$ cat src/rtl/cpu_run_ctrl_pkg.sv
// ============================================================================
// Module  : run_ctrl_pkg
// Brief   : Shared state encoding and command opcodes for cpu_run_ctrl.
// Rev     : 1.0  initial release
// ============================================================================
`default_nettype none

package run_ctrl_pkg;

  typedef enum logic [1:0] {
    ST_RST_HOLD = 2'd0,
    ST_HALTED   = 2'd1,
    ST_RUNNING  = 2'd2,
    ST_STEPPING = 2'd3
  } state_t;

  localparam logic [1:0] OP_RUN   = 2'd0;
  localparam logic [1:0] OP_HALT  = 2'd1;
  localparam logic [1:0] OP_STEP  = 2'd2;
  localparam logic [1:0] OP_RESET = 2'd3;

endpackage

`default_nettype wire

$ cat src/rtl/cpu_run_ctrl_sat_counter.sv
// ============================================================================
// Module  : sat_counter
// Brief   : Up-counter with enable and synchronous clear; sticks at all-ones.
// Rev     : 1.0  initial release
// ============================================================================
`default_nettype none

module sat_counter #(
  parameter int WIDTH = 16
) (
  input  logic             clk,
  input  logic             rst_n,
  input  logic             en,
  input  logic             clr,
  output logic [WIDTH-1:0] count
);

  logic [WIDTH-1:0] r_count;

  always_ff @(posedge clk or negedge rst_n) begin
    if (!rst_n) begin
      r_count <= '0;
    end else if (clr) begin
      r_count <= '0;
    end else if (en && (r_count != '1)) begin
      r_count <= r_count + 1'b1;
    end
  end

  assign count = r_count;

endmodule

`default_nettype wire

$ cat src/rtl/cpu_run_ctrl.sv
// ============================================================================
// Module  : cpu_run_ctrl
// Brief   : Core reset stretcher and clock-enable run control (run/halt/
//           step/soft reset). Optional PC breakpoint under RUN_CTRL_BP_EN.
// Rev     : 1.0  initial release
// ============================================================================
`default_nettype none

module cpu_run_ctrl
  import run_ctrl_pkg::*;
#(
  parameter int RST_HOLD = 4,
  parameter int CNT_W    = 16,
  parameter int PC_W     = 32,
  parameter bit AUTO_RUN = 1'b1
) (
  input  logic             clk,
  input  logic             rst_n,
  input  logic             cmd_valid,
  output logic             cmd_ready,
  input  logic [1:0]       cmd_op,
  input  logic [CNT_W-1:0] cmd_cnt,
  input  logic [PC_W-1:0]  cpu_pc,
  output logic             cpu_rst_n,
  output logic             cpu_ce,
  output logic             halted,
  output logic [CNT_W-1:0] cycle_cnt
`ifdef RUN_CTRL_BP_EN
  ,
  input  logic [PC_W-1:0]  bp_addr,
  input  logic             bp_en,
  output logic             bp_hit
`endif
);

  localparam int HOLD_W = (RST_HOLD > 1) ? $clog2(RST_HOLD) : 1;
  localparam logic [HOLD_W-1:0] c_hold_last = HOLD_W'(RST_HOLD - 1);

  state_t             r_state, w_state_nxt;
  logic [HOLD_W-1:0]  r_hold_cnt, w_hold_nxt;
  logic [CNT_W-1:0]   r_step_rem, w_step_nxt;
  logic               r_cpu_rst_n;
  logic               w_run_state, w_bp_mask, w_cpu_ce;
  logic               w_cmd_fire, w_clr_cnt, w_resume;

  assign w_run_state = (r_state == ST_RUNNING) || (r_state == ST_STEPPING);
  assign w_cpu_ce    = w_run_state && !w_bp_mask;
  assign w_cmd_fire  = cmd_valid && cmd_ready;

  always_comb begin
    w_state_nxt = r_state;
    w_hold_nxt  = r_hold_cnt;
    w_step_nxt  = r_step_rem;
    w_clr_cnt   = 1'b0;
    w_resume    = 1'b0;
    unique case (r_state)
      ST_RST_HOLD: begin
        if (r_hold_cnt == c_hold_last) begin
          w_state_nxt = AUTO_RUN ? ST_RUNNING : ST_HALTED;
          w_hold_nxt  = '0;
        end else begin
          w_hold_nxt = r_hold_cnt + 1'b1;
        end
      end
      ST_STEPPING: begin
        if (w_cpu_ce) begin
          w_step_nxt = r_step_rem - 1'b1;
          if (r_step_rem == CNT_W'(1)) w_state_nxt = ST_HALTED;
        end
      end
      default: ;
    endcase

    if (w_bp_mask) w_state_nxt = ST_HALTED;

    // An accepted command overrides step completion and breakpoint stops.
    if (w_cmd_fire) begin
      case (cmd_op)
        OP_RUN: begin
          w_state_nxt = ST_RUNNING;
          w_resume    = 1'b1;
        end
        OP_HALT: w_state_nxt = ST_HALTED;
        OP_STEP: begin
          w_resume = 1'b1;
          if (cmd_cnt != '0) begin
            w_state_nxt = ST_STEPPING;
            w_step_nxt  = cmd_cnt;
          end else begin
            w_state_nxt = ST_HALTED;
          end
        end
        default: begin
          w_state_nxt = ST_RST_HOLD;
          w_hold_nxt  = '0;
          w_clr_cnt   = 1'b1;
        end
      endcase
    end
  end

  always_ff @(posedge clk or negedge rst_n) begin
    if (!rst_n) begin
      r_state     <= ST_RST_HOLD;
      r_hold_cnt  <= '0;
      r_step_rem  <= '0;
      r_cpu_rst_n <= 1'b0;
    end else begin
      r_state     <= w_state_nxt;
      r_hold_cnt  <= w_hold_nxt;
      r_step_rem  <= w_step_nxt;
      r_cpu_rst_n <= (w_state_nxt != ST_RST_HOLD);
    end
  end

  sat_counter #(
    .WIDTH (CNT_W)
  ) u_cycle_cnt (
    .clk   (clk),
    .rst_n (rst_n),
    .en    (w_cpu_ce),
    .clr   (w_clr_cnt),
    .count (cycle_cnt)
  );

`ifdef RUN_CTRL_BP_EN
  logic r_resume_skip;
  logic r_bp_hit;

  // Skip the compare on the first cycle after resuming so the core can leave bp_addr.
  assign w_bp_mask = bp_en && (cpu_pc == bp_addr) && w_run_state && !r_resume_skip;

  always_ff @(posedge clk or negedge rst_n) begin
    if (!rst_n) begin
      r_resume_skip <= 1'b0;
      r_bp_hit      <= 1'b0;
    end else begin
      r_resume_skip <= w_resume;
      if (w_clr_cnt || w_resume) begin
        r_bp_hit <= 1'b0;
      end else if (w_bp_mask) begin
        r_bp_hit <= 1'b1;
      end
    end
  end

  assign bp_hit = r_bp_hit;
`else
  logic w_unused_bp;
  assign w_bp_mask   = 1'b0;
  assign w_unused_bp = ^{cpu_pc, w_resume};
`endif

  assign cpu_ce    = w_cpu_ce;
  assign cpu_rst_n = r_cpu_rst_n;
  assign halted    = (r_state == ST_HALTED);
  assign cmd_ready = (r_state != ST_RST_HOLD);

endmodule

`default_nettype wire

$ cat config.mk
export PLATFORM = sky130hd
export DESIGN_NAME = cpu_run_ctrl
export DESIGN_NICKNAME = d
export VERILOG_FILES = /design/src/rtl/cpu_run_ctrl_pkg.sv /design/src/rtl/cpu_run_ctrl_sat_counter.sv /design/src/rtl/cpu_run_ctrl.sv
export SDC_FILE = /design/constraint.sdc
export NUM_CORES = 1
export LEC_CHECK = 0
export CAP_MARGIN = 20
export CORE_MARGIN = 3
export CORE_UTILIZATION = 50
export CTS_CLUSTER_DIAMETER = 150
export DETAILED_ROUTE_END_ITERATION = 7
export PLACE_DENSITY = 0.95
export SLEW_MARGIN = 20
export SYNTH_ARGS = -nofsm -noshare
export SYNTH_HDL_FRONTEND = slang
export SYNTH_HIERARCHICAL = 1
export SYNTH_SLANG_ARGS = --single-unit
$ cat constraint.sdc
create_clock -name clk -period 4.5 [get_ports clk]
set_input_delay 0.675 -clock clk [delete_from_list [all_inputs] [get_ports clk]]
set_output_delay 0.675 -clock clk [all_outputs]
set_load 0.005 [all_outputs]
Word-level counts from Yosys, hierarchy flattened
Index checks and enable logic that the tools add are counted.
Word-level totals
  bits in registers: 37
  output and inout bits: 20
  logic and storage cells: 46
  input port bits: 53
Cells by class
  add/subtract/negate cells: 3
  muxes and demuxes: 20
  reductions and logical operators: 10
  equality and inequality tests: 8
Operators with widths (count)
  $mux W16: 7
  $mux W2: 9
  $add A16 B1 Y16 const B: 1
  $eq A16 B1 Y1 const B: 1
  $ne A16 B16 Y1 const B: 1
  $reduce_bool A16 Y1: 1
  $sub A16 B1 Y16 const B: 1
  $eq A2 B2 Y1 const B: 4
  $pmux W2 S3: 1
  $reduce_bool A2 Y1: 3
  $eq A2 B1 Y1 const B: 2
  $logic_not A2 Y1: 2
  $pmux W2 S2: 1
  $reduce_or A3 Y1: 1
  $add A2 B1 Y2 const B: 1
  $logic_and A1 B1 Y1: 2
  $mux W1: 2
  $logic_or A1 B1 Y1: 1

Depth between registers and ports, before layout
  word-level depth: 7
  mapped depth: 8

Modules after synthesis
The synthesis kept the hierarchy.
Modules (own cells, without submodules)
  cpu_run_ctrl: cells each 147, area each 1365.1 µm², times used 1, seq. area each 525.5 µm²
  sat_counter: cells each 98, area each 942.2 µm², times used 1, seq. area each 400.4 µm²

Worst setup path before layout
OpenSTA, ideal clock, no wires.
  path type: register -> register
  start point: reg r_state[0]
  end point: reg u_cycle_cnt.r_count[8] (netlist: u_cycle_cnt/count[8])
  cell stages (with the launch flop): 9
  clock period less this slack: 1.939 ns
  path slack: 2.561 ns
  buffers on the path: 3
  data required time: 4.422 ns
  arrival: 1.861 ns
  cell sequence: dfrtp_1 -> ha_1 -> buf_2 -> or2_1 -> inv_1 -> clkbuf_1 -> clkbuf_1 -> o21ai_0 -> a21oi_1
Between the ends
  longest elaborated chain between the ends: 4
  elaborated cells between the ends (all ways): 9
  those cells by class: eq/ne: 2; mux: 2; reduce/logical: 5
Ends and longest elaborated chain
  start: declaration: RTL line cpu_run_ctrl.sv:39  | state_t r_state, w_state_nxt;
  start signal: assignment: RTL line cpu_run_ctrl.sv:109  | r_state <= w_state_nxt;
  $eq A2 B2 Y1: RTL line cpu_run_ctrl.sv:46  | assign w_run_state = (r_state == ST_RUNNING) || (r_state == ST_STEPPING);
  $logic_or A1 B1 Y1 *: RTL line cpu_run_ctrl.sv:46
  via cpu_ce: RTL line cpu_run_ctrl.sv:25  | output logic cpu_ce,
  $logic_and A1 B1 Y1 *: RTL line cpu_run_ctrl_sat_counter.sv:25  | end else if (en && (r_count != '1)) begin
  $reduce_bool A2 Y1 (no line) *
  end signal: assignment: RTL line cpu_run_ctrl_sat_counter.sv:26  | r_count <= r_count + 1'b1;
  end: declaration: RTL line cpu_run_ctrl_sat_counter.sv:18  | logic [WIDTH-1:0] r_count;
Mark *: on every way through the listed nets, which the timed path passes. The rest lies on a longest branch.
A chain may end at the register's enable or synchronous reset.

Worst setup path after layout
  start point: in cmd_cnt[4]
  end point: reg r_step_rem[7]
Between the ends
  longest elaborated chain between the ends: 4
Ends and longest elaborated chain
  start: declaration: RTL line cpu_run_ctrl.sv:22  | input logic [CNT_W-1:0] cmd_cnt,
  $reduce_bool A16 Y1: RTL line cpu_run_ctrl.sv:86  | if (cmd_cnt != '0) begin
  $mux W16: RTL line cpu_run_ctrl.sv:86
  $mux W16: RTL line cpu_run_ctrl.sv:78  | case (cmd_op)
  $mux W16: RTL line cpu_run_ctrl.sv:77  | if (w_cmd_fire) begin
  via w_step_nxt[7]: RTL line cpu_run_ctrl.sv:41  | logic [CNT_W-1:0] r_step_rem, w_step_nxt;
  end signal: assignment: RTL line cpu_run_ctrl.sv:111  | r_step_rem <= w_step_nxt;
  end: declaration: RTL line cpu_run_ctrl.sv:41
The timed path passes the listed nets, and every way through them passes these cells.

==> results.py <==
metrics = {
    "run_status": {
        "run_status": "completed",
    },
    "floorplan": {
        "start_util_pct": 52.3,
        "num_rows": 24,
        "die_width_um": 73.9,
        "die_h_um": 73.9,
        "core_sq_um": 4410,
        "dieArea_sq_um": 5470,
        "num_io_pins": 73,
    },
    "synthesis": {
        "async_flop_share_pct": 100,
        "synth_edf_count": 0,
        "synth_area_per_cell_sq_um": 9.42,
        "synth_top_area_share_pct": 40.1,
        "syn_area_sq_um": 2310,
        "synthTopCellsByArea": "dfrtp_1 (40%), ha_1 (6.5%), nand2_1 (3.9%), o21ai_1 (3.5%), xor2_1 (3.4%)",
        "ys.flop_type": "dfrtp_1",
        "syn_inst": 245,
        "synth_seq_cells": 37,
        "yosysMostFrequentCell": "dfrtp_1",
        "yosysSeqAreaShare_pct": 40.1,
        "synth_commonest_cells": "dfrtp_1 (37), nand2_1 (24), o21ai_1 (16)",
        "yosysWarningCount": 6,
        "synth_cell_type_count": 47,
        "yosys.area.top_type": "dfrtp_1",
        "synth_nets": 310,
    },
    "route": {
        "wirelength_mm": 5.27,
        "vias": 2051,
        "dr.pass1.iters": 4,
        "drt_iter0_drc": 148,
        "routedWlPerCell_um": 15.6,
        "ant_nets": 0,
        "vias_per_cell": 6.09,
        "drc_errors": 0,
    },
    "hold_path": {
        "hp-start": "r_hold_cnt[1]",
        "worstHoldEndpoint": "r_hold_cnt[1]",
        "whs_path_depth": 2,
        "hold_class": "flip-flop to flip-flop",
    },
    "place": {
        "gp_congestion": 0.922,
        "dp_cells": 329,
        "portBuffers": 40,
        "dp_hpwl_mm": 3.65,
    },
    "timing": {
        "clock.fmax_mhz": 378,
        "hold_viol": 0,
        "tightest_slew_ps": 825,
        "drv_slew": 0,
        "relSlewSlack_pct": 44.6,
        "period_share_pct": 58.7,
        "fin_hold_ws_ps": 533,
        "fin_skew_ps": 4.61,
        "finalSetupViolCount": 0,
        "rsz0062_at_grt": "no",
        "final.setup.tns_ps": 0,
        "period_needed_ps": 2640,
    },
    "global_routing": {
        "gr-total-overflow": 0,
        "grt_pass1_wl_mm": 8.67,
        "grt_max_degree": 38,
        "grt_antenna_before_repair": 0,
        "grt_pass1_vias": 1883,
        "grtUsageTotal_pct": 20.3,
    },
    "clocking": {
        "clockBufferDepth": 2,
        "post_cts_buffers": 0,
        "h-tree-depth": 2,
        "cts_root_buffer": "clkbuf_8",
        "path_clk_slew_ps": 70,
        "cts-resized-gates": 0,
        "cts_buffers": 5,
        "cts.sinks": 37,
        "clock_latency_ps": 300,
        "cts_tree": "built",
        "hold_buffers": 0,
    },
    "flow_run": {
        "cap_viol_max_count": 0,
    },
    "setup_path": {
        "required_ps": 4670,
        "critPathKind": "input pin to flip-flop",
        "timing.rr.end": "u_cycle_cnt/count[11]",
        "worstPathArrival_ps": 2810,
        "ff2ff_path_depth": 6,
        "critPathCaptureType": "flip-flop",
        "r2r_slack_ps": 2180,
        "cp-start-kind": "input pin",
        "reg2reg_from": "r_state[0]",
        "cp_max_fo": 31,
    },
    "final_layout": {
        "register_area_sq_um": 926,
        "multiInputGateArea_sq_um": 1310,
        "fill_cells": 340,
        "area_growth_pct": 23.8,
        "final_nets": 349,
        "diodes": 0,
        "drive_gt1_share_pct": 8.77,
        "fin_cells": 337,
        "fin_util_pct": 64.7,
    },
    "power": {
        "p_total_mw": 1.46,
        "p_sw_share_pct": 38.6,
        "comb_power_share_pct": 39.5,
        "vdd_ir_drop_max_v": 0.000321,
        "leakage_nw": 1.14,
        "internal-power_uw": 899,
        "power.density_nw_per_um2": 512,
        "pwr-share-seq_pct": 42.7,
        "pwr-share-clk_pct": 17.8,
        "p_sw_uw": 565,
    },
}
[metal layers]
metal / up-vias / wire, um / global-route usage (%)
met2: 78 / 2580 / 33.1
met1: 980 / 2270 / 26.0
met3: 18 / 277 / 5.14
li1: 975 / - / -
met4: 0 / 146 / 7.85
met5: - / 0 / 0
[cell usage in the layout, fill, tap and decap left out, drive strengths merged, types with 3 or more instances in the layout]
| cell | count |
|---|---|
| clkdlybuf4s50 | 40 |
| dfrtp | 37 |
| nand2 | 24 |
| o21ai | 20 |
| a21oi | 15 |
| inv | 13 |
| ha | 12 |
| nor4 | 11 |
| nor2 | 10 |
| nand4 | 10 |
| xor2 | 9 |
| nor2b | 8 |
| clkbuf | 7 |
| o31ai | 7 |
| or4 | 7 |
| nor3 | 6 |
| mux2 | 6 |
| nand3 | 6 |
| xnor2 | 4 |
| nand3b | 4 |
| nand4b | 3 |
| or3 | 3 |
[logic make-up (layout without fill, tap and decap cells)]
| kind of cell | count (synthesis) | count (layout) | synth area share (%) |
|---|---|---|---|
| muxes | 8 | 8 | 3.80 |
| AOI/OAI and AO/OA | 52 | 52 | 13.7 |
| adders and majority gates | 12 | 12 | 6.51 |
| DFF | 37 | 37 | 40.1 |
| xor gates and xnor gates | 13 | 13 | 4.93 |
| and+or+nand+nor | 101 | 101 | 27.0 |
| buffers and inverters | 22 | 62 | 4.01 |
[state kept, by name, summed over array words and instances, names as in the netlist]
register,flops
r_step_rem,16
r_hold_cnt,2
cpu_rst_n,1
r_state,2
u_cycle_cnt/count,16
[through the flow]
step	instance area (sq um)	setup WS, ps
2_1_floorplan	2310	2560
3_3_place_gp	2740	1400
3_5_place_dp	2740	1410
4_1_cts	2850	1730
5_1_grt	2860	1760
6_report	2860	1860
[cell type report]
type	count	area share, %
multi-input combinational	186	45.8
clock inverter	1	0.175
clock buffer	7	3.37
inverter	13	1.71
tap	52	2.28
sequential	37	32.4
timing repair buffer	41	14.3
[power groups by stage]
stage / Sequential [mW] / Clock, mW / Combinational, mW
2_1_floorplan: 0.595 / 0 / 0.364
4_1_cts: 0.622 / 0.264 / 0.579
3_3_place_gp: 0.617 / 0 / 0.545
3_5_place_dp: 0.626 / 0 / 0.572
6_report: 0.625 / 0.261 / 0.579
5_1_grt: 0.648 / 0.279 / 0.647
[critical path: stages]
cell and delay [ps]:
clkdlybuf4s50_1 440, nor4_1 690, a41oi_4 560, a21oi_1 320
a21oi_1 130
[how the worst max path moves through the flow]
stage	end	depth (start not counted)	slack, ps	from
after floorplan	u_cycle_cnt/count[8]	8	2560	r_state[0]
after global placement	r_step_rem[13]	4	1400	cmd_cnt[3]
after detailed placement	r_step_rem[13]	4	1410	cmd_cnt[3]
after CTS	r_step_rem[13]	4	1730	cmd_cnt[4]
after global routing	r_step_rem[7]	5	1760	cmd_cnt[3]
final	r_step_rem[7]	5	1860	cmd_cnt[4]
Power figures use the tool's default switching activity.
